$ cat src/rtl/dense_layer_par.sv
// dense_layer_par: fully-connected layer y = act(W*x + b).
// An input vector of IN_SIZE signed elements is streamed into a local buffer,
// then OUT_SIZE neurons are evaluated PAR at a time. Each group runs IN_SIZE
// multiply-accumulate steps against a PAR-wide weight word, is rounded back to
// DATA_FRAC fractional bits, biased, saturated, activated and presented on a
// valid/ready output port.
//
// Ports:
//   clk, rst_n          clock, asynchronous active-low reset
//   start, act_mode     begin a pass (IDLE only); activation 0/3 none, 1 ReLU, 2 leaky
//   busy, done          pass in progress; one-cycle end-of-pass pulse
//   in_data/valid/ready input element stream (ready only while loading)
//   weight_addr/data    synchronous weight ROM, data one cycle after address
//   bias_addr/data      synchronous bias ROM, data one cycle after address
//   out_data/valid/ready/out_grp  one PAR-wide result group per handshake
module dense_layer_par #(
  parameter int IN_SIZE      = 9,
  parameter int OUT_SIZE     = 4,
  parameter int PAR          = 2,
  parameter int DATA_WIDTH   = 16,
  parameter int DATA_FRAC    = 8,
  parameter int WEIGHT_WIDTH = 8,
  parameter int WEIGHT_FRAC  = 7,
  localparam int NGRP  = OUT_SIZE / PAR,
  localparam int WA_W  = (NGRP * IN_SIZE > 1) ? $clog2(NGRP * IN_SIZE) : 1,
  localparam int GRP_W = (NGRP > 1) ? $clog2(NGRP) : 1
) (
  input  logic                         clk,
  input  logic                         rst_n,
  input  logic                         start,
  input  logic [1:0]                   act_mode,
  output logic                         busy,
  output logic                         done,
  input  logic [DATA_WIDTH-1:0]        in_data,
  input  logic                         in_valid,
  output logic                         in_ready,
  output logic [WA_W-1:0]              weight_addr,
  input  logic [PAR*WEIGHT_WIDTH-1:0]  weight_data,
  output logic [GRP_W-1:0]             bias_addr,
  input  logic [PAR*DATA_WIDTH-1:0]    bias_data,
  output logic [PAR*DATA_WIDTH-1:0]    out_data,
  output logic                         out_valid,
  input  logic                         out_ready,
  output logic [GRP_W-1:0]             out_grp
);

  localparam int CNT_W = $clog2(IN_SIZE + 1);
  localparam int ACC_W = DATA_WIDTH + WEIGHT_WIDTH + $clog2(IN_SIZE) + 1;
  localparam int PROD_W = DATA_WIDTH + WEIGHT_WIDTH;

  localparam logic [2:0] S_IDLE = 3'd0;
  localparam logic [2:0] S_LOAD = 3'd1;
  localparam logic [2:0] S_MAC  = 3'd2;
  localparam logic [2:0] S_BIAS = 3'd3;
  localparam logic [2:0] S_OUT  = 3'd4;
  localparam logic [2:0] S_DONE = 3'd5;

  localparam logic [CNT_W-1:0] CNT_LAST = CNT_W'(IN_SIZE - 1);
  localparam logic [CNT_W-1:0] CNT_END  = CNT_W'(IN_SIZE);
  localparam logic [GRP_W-1:0] GRP_LAST = GRP_W'(NGRP - 1);

  localparam logic signed [ACC_W:0] RND_HALF = (ACC_W+1)'(64'd1 << (WEIGHT_FRAC - 1));
  localparam logic signed [ACC_W:0] SAT_MAX  = (ACC_W+1)'((64'sd1 <<< (DATA_WIDTH - 1)) - 64'sd1);
  localparam logic signed [ACC_W:0] SAT_MIN  = -SAT_MAX - (ACC_W+1)'(1);
  localparam logic [DATA_WIDTH-1:0] OUT_MAX  = {1'b0, {(DATA_WIDTH-1){1'b1}}};
  localparam logic [DATA_WIDTH-1:0] OUT_MIN  = {1'b1, {(DATA_WIDTH-1){1'b0}}};

  logic [2:0]             state_reg;
  logic [1:0]             mode_reg;
  logic [CNT_W-1:0]       cnt_reg;
  logic [GRP_W-1:0]       grp_reg;
  logic [WA_W-1:0]        waddr_reg;
  logic [DATA_WIDTH-1:0]  x_reg;
  logic [PAR*DATA_WIDTH-1:0] act_all;

  // Depth rounded up to a power of two so the counter can index it directly.
  logic [DATA_WIDTH-1:0]  buffer_mem [0:(1<<CNT_W)-1];

  assign busy        = (state_reg == S_LOAD) || (state_reg == S_MAC) ||
                       (state_reg == S_BIAS) || (state_reg == S_OUT);
  assign done        = (state_reg == S_DONE);
  assign in_ready    = (state_reg == S_LOAD);
  assign out_valid   = (state_reg == S_OUT);
  assign weight_addr = waddr_reg;
  assign bias_addr   = grp_reg;

  // Input buffer with registered read; x_reg lines up with the ROM latency so
  // element j and weight word j are both present in MAC cycle j+1.
  always_ff @(posedge clk) begin
    if (state_reg == S_LOAD && in_valid)
      buffer_mem[cnt_reg] <= in_data;
    if (state_reg == S_MAC)
      x_reg <= buffer_mem[cnt_reg];
  end

  always_ff @(posedge clk or negedge rst_n) begin
    if (!rst_n) begin
      state_reg <= S_IDLE;
      mode_reg  <= 2'd0;
      cnt_reg   <= '0;
      grp_reg   <= '0;
      waddr_reg <= '0;
      out_data  <= '0;
      out_grp   <= '0;
    end else begin
      case (state_reg)
        S_IDLE: begin
          if (start) begin
            state_reg <= S_LOAD;
            mode_reg  <= act_mode;
            cnt_reg   <= '0;
          end
        end
        S_LOAD: begin
          if (in_valid) begin
            if (cnt_reg == CNT_LAST) begin
              state_reg <= S_MAC;
              cnt_reg   <= '0;
              grp_reg   <= '0;
              waddr_reg <= '0;
            end else begin
              cnt_reg <= cnt_reg + CNT_W'(1);
            end
          end
        end
        S_MAC: begin
          // Address stops on the group's last word; the final cycle only drains.
          if (cnt_reg < CNT_LAST)
            waddr_reg <= waddr_reg + WA_W'(1);
          if (cnt_reg == CNT_END)
            state_reg <= S_BIAS;
          else
            cnt_reg <= cnt_reg + CNT_W'(1);
        end
        S_BIAS: begin
          out_data  <= act_all;
          out_grp   <= grp_reg;
          state_reg <= S_OUT;
        end
        S_OUT: begin
          if (out_ready) begin
            if (grp_reg == GRP_LAST) begin
              state_reg <= S_DONE;
            end else begin
              grp_reg   <= grp_reg + GRP_W'(1);
              waddr_reg <= waddr_reg + WA_W'(1);
              cnt_reg   <= '0;
              state_reg <= S_MAC;
            end
          end
        end
        S_DONE:  state_reg <= S_IDLE;
        default: state_reg <= S_IDLE;
      endcase
    end
  end

  genvar gi;
  generate
    for (gi = 0; gi < PAR; gi++) begin : g_lane
      logic [WEIGHT_WIDTH-1:0]  w_lane;
      logic [DATA_WIDTH-1:0]    b_lane;
      logic [PROD_W-1:0]        prod;
      logic [ACC_W-1:0]         acc_reg;
      logic [ACC_W:0]           acc_ext;
      logic [ACC_W:0]           bias_ext;
      logic signed [ACC_W:0]    rnd;
      logic signed [ACC_W:0]    sum;
      logic [DATA_WIDTH-1:0]    sat;
      logic [DATA_WIDTH-1:0]    act;

      assign w_lane = weight_data[gi*WEIGHT_WIDTH +: WEIGHT_WIDTH];
      assign b_lane = bias_data[gi*DATA_WIDTH +: DATA_WIDTH];

      // Operands sign-extended to the product width; the low PROD_W bits of
      // that unsigned product are the exact two's-complement signed product.
      assign prod = {{WEIGHT_WIDTH{x_reg[DATA_WIDTH-1]}}, x_reg} *
                    {{DATA_WIDTH{w_lane[WEIGHT_WIDTH-1]}}, w_lane};

      always_ff @(posedge clk or negedge rst_n) begin
        if (!rst_n)
          acc_reg <= '0;
        else if (state_reg != S_MAC)
          acc_reg <= '0;
        else if (cnt_reg != '0)
          acc_reg <= acc_reg + {{(ACC_W-PROD_W){prod[PROD_W-1]}}, prod};
      end

      always_comb begin
        acc_ext  = {acc_reg[ACC_W-1], acc_reg};
        bias_ext = {{(ACC_W+1-DATA_WIDTH){b_lane[DATA_WIDTH-1]}}, b_lane};
        // Round half up back to the activation scale, then add bias.
        rnd = ($signed(acc_ext) + RND_HALF) >>> WEIGHT_FRAC;
        sum = rnd + $signed(bias_ext);
        if (sum > SAT_MAX)
          sat = OUT_MAX;
        else if (sum < SAT_MIN)
          sat = OUT_MIN;
        else
          sat = sum[DATA_WIDTH-1:0];
        act = sat;
        if (sat[DATA_WIDTH-1]) begin
          if (mode_reg == 2'd1)
            act = '0;
          else if (mode_reg == 2'd2)
            act = $signed(sat) >>> 3;
        end
      end

      assign act_all[gi*DATA_WIDTH +: DATA_WIDTH] = act;
    end
  endgenerate

endmodule

$ cat config.mk
export PLATFORM = sky130hd
export DESIGN_NAME = dense_layer_par
export DESIGN_NICKNAME = d
export VERILOG_FILES = /design/src/rtl/dense_layer_par.sv
export SDC_FILE = /design/constraint.sdc
export NUM_CORES = 1
export LEC_CHECK = 0
export ABC_AREA = 1
export BUFFER_PORTS_ARGS = -buffer_cell sky130_fd_sc_hd__buf_2
export CAP_MARGIN = 10
export CORE_MARGIN = 3
export CORE_UTILIZATION = 60
export CTS_BUF_LIST = sky130_fd_sc_hd__clkbuf_8
export DETAILED_ROUTE_END_ITERATION = 7
export HOLD_SLACK_MARGIN = 0.08
export PLACE_DENSITY = 0.77
export SKIP_LAST_GASP = 1
export SLEW_MARGIN = 25
export SYNTH_ARGS = -nofsm -noshare
export SYNTH_HDL_FRONTEND = slang
export SYNTH_SLANG_ARGS = --single-unit
$ cat constraint.sdc
create_clock -name clk -period 7.17 [get_ports clk]
set_clock_uncertainty 0.15 [all_clocks]
set_input_delay 0.717 -clock clk [delete_from_list [all_inputs] [get_ports clk]]
set_output_delay 0.717 -clock clk [all_outputs]
set_load 0.03 [all_outputs]
==> impl_metrics.tcl <==
set metrics [dict create \
    ys_ff_latch 378 \
    tns_ns 0 \
    critPathMaxStageDelay_ns 0.54 \
    timing.hold.ws_ns 0.130 \
    hold_class "in2reg" \
    final_cell_mix "nand2_1 (975), inv_1 (852), nor2_1 (336), o21ai_0 (289), edfxtp_1 (272)" \
    grt_pass1_wl_mm 127 \
    cts_htree_levels 2 \
    synth_ff_type "edfxtp_1" \
    routedWlPerCell_um 16.1 \
    setup_viol 0 \
    drt_iter0_drc 2034 \
    dp.cells 4797 \
    clk_pin_slew_ns 0.06 \
    synth-seq-area-share_pct 33.8 \
    routabilityCongestion 0.932 \
    slew_viol_final 0 \
    fp.dieH_um 237 \
    status "completed" \
    area_growth_pct 8.28 \
    fmax_mhz 151 \
    io_buffer_count 113 \
    drv_cap 0 \
    synthArstFlopShare_pct 28.0 \
    crit_buf_inv 4 \
    hold_viol 0 \
    worstPathRequired_ns 7.57 \
    cts_buffer_depth 3 \
    insertion_delay_ns 0.69 \
    ios 114 \
    grt_usage_pct 27.9 \
    routed_wl_mm 79.2 \
    floorplan.die.width_um 237 \
    first_pass_iters 6 \
    relSlewSlack_pct 29.1 \
    core_region_area_um2 52700 \
    synth_edf_count 272 \
    start_util_pct 60.9 \
    syn_area_um2 32000 \
    cts_buffers 61 \
    gr-total-overflow 0 \
    final_layout_size_suffix_gt1_share_pct 7.49 \
    cp_slowest_cell "fa_1" \
    fillers 4469 \
    rows 84 \
    finalCritPeriodShare_pct 92.1 \
    finalNetCount 4668 \
    synth_nets 4554 \
    path_delay_family "adder cells" \
    grt_pass1_vias 25400 \
    yosysUniqueCellTypes 52 \
    syn_avg_cell_area_um2 7.87 \
    layout_commonest_cell "nand2_1" \
    yosysWarnings 0 \
    vias_per_cell 5.39 \
    critical_path_arrival_ns 7.00 \
    fin_cells 4922 \
    fp.dieArea_um2 56200 \
    drt_drc_violations_left 0 \
    antenna_found_initial 3 \
    largest_reg_flops 256 \
    cp_max_fo 10 \
    clock-root-buffer "clkbuf_8" \
    vias 26600 \
    path_class "reg2reg" \
    max_slew.worst_pin.slew_ns 1.06 \
    post-dp-hpwl_mm 58.4 \
    cp-end-kind "register" \
    crit_path_frequent_cell "nand2_1" \
    synthCells 4074 \
    start_kind "register" \
    cts_tree "built" \
    timing.final.crit_period_ns 6.60 \
    cts.sink_count 378 \
    ant_nets 0 \
    rsz0062_at_grt "no" \
    grt_max_degree 101 \
]
[timing repair]
| item | CTS | global route |
|---|---|---|
| hold endpoints to repair | 52 | 0 |
| hold buffers | 1 | 0 |
| endpoints found under the setup margin | 0 | 11 |
| resized for setup | 0 | 4 |
| setup buffers | 0 | 15 |
[worst register-to-register path: cells and delay by family (launching register included)]
kind / cells / cell delay (ns)
buffers and inverters: 4 / 0.38
XOR/XNOR: 1 / 0.09
AND/OR/NAND/NOR: 15 / 1.93
adder cells (fa/ha/maj): 6 / 2.56
flip-flops: 1 / 0.53
AO/OA/AOI/OAI: 5 / 0.83
[logic make-up (layout without fill, tap and decap cells)]
logic type / count (synthesis) / in the layout / synth area share, %
other: 0 / 2 / 0
buffers and inverters: 967 / 1125 / 11.5
AND/OR/NAND/NOR: 1588 / 1588 / 20.3
adder cells (fa/ha/maj): 409 / 409 / 20.9
flip-flops: 378 / 378 / 33.8
multiplexers: 1 / 1 / 0.0351
XOR/XNOR: 109 / 109 / 3.04
AO/OA/AOI/OAI: 622 / 622 / 10.5
[through the flow]
| step | area [µm²] | util, % | setup WS [ns] |
|---|---|---|---|
| 6_report | 34700 | 65.9 | 0.567 |
| 5_1_grt | 34700 | 65.9 | 0.0266 |
| 4_1_cts | 34500 | 65.6 | 0.259 |
| 3_5_place_dp | 33400 | 63.4 | 0.163 |
| 3_3_place_gp | 33400 | 63.4 | 0.228 |
| 2_1_floorplan | 32000 | - | 0.388 |
[cell usage after synthesis (44+ instances only)]
cell      number  share of area, %
edfxtp_1     272                25
dfrtp_1      106               8.3
inv_1        831               9.7
fa_1         210                13
clkbuf_1     123               1.4
nor2_1       340               4.0
a21oi_1      180               2.8
xor2_1        71               1.9
nand2_1      975                11
nand4_1       44              0.86
o22ai_1       86               1.7
nand3_1      131               2.0
o21ai_0      291               4.5
ha_1         199               7.8
[cell type report]
cell class                      count  area [µm²]  area share (%)
Tap cell                          688         861            2.48
Timing Repair Buffer              183        1130            3.27
Inverter                          835        3140            9.04
Antenna cell                        2        5.00          0.0144
Sequential cell                   378       10800            31.2
Multi-Input combinational cell   2729       17600            50.7
Clock inverter                     44         294           0.847
Clock buffer                       63         867            2.50
[final timing paths]
check	start	end	slack (ns)	depth (start not counted)
max in group asynchronous	rst_n	cnt_reg[0]	5.05	3
worst max register to register	x_reg[6]	g_lane[1].acc_reg[22]	0.57	31
worst max-delay path	x_reg[6]	g_lane[1].acc_reg[22]	0.57	31
worst min-delay path	act_mode[1]	mode_reg[1]	0.13	3
worst min register to register	out_data[11]	out_data[11]	0.32	2
min in group asynchronous	rst_n	out_data[23]	0.50	2
[per-layer routing]
metal  wire [µm]  vias up  part of all wire, %  GRT usage (%)
met2       39200      841                   49           48.4
met3        5050      140                  6.4           3.98
met4        2350        0                  3.0           9.14
met5           0        -                    0              0
li1            -    13100                    -              -
met1       32600    12500                   41           36.1
Power is left out: the tool's default activity adds up to more than one toggle a clock period on the data nets, which glitch-free logic cannot reach.
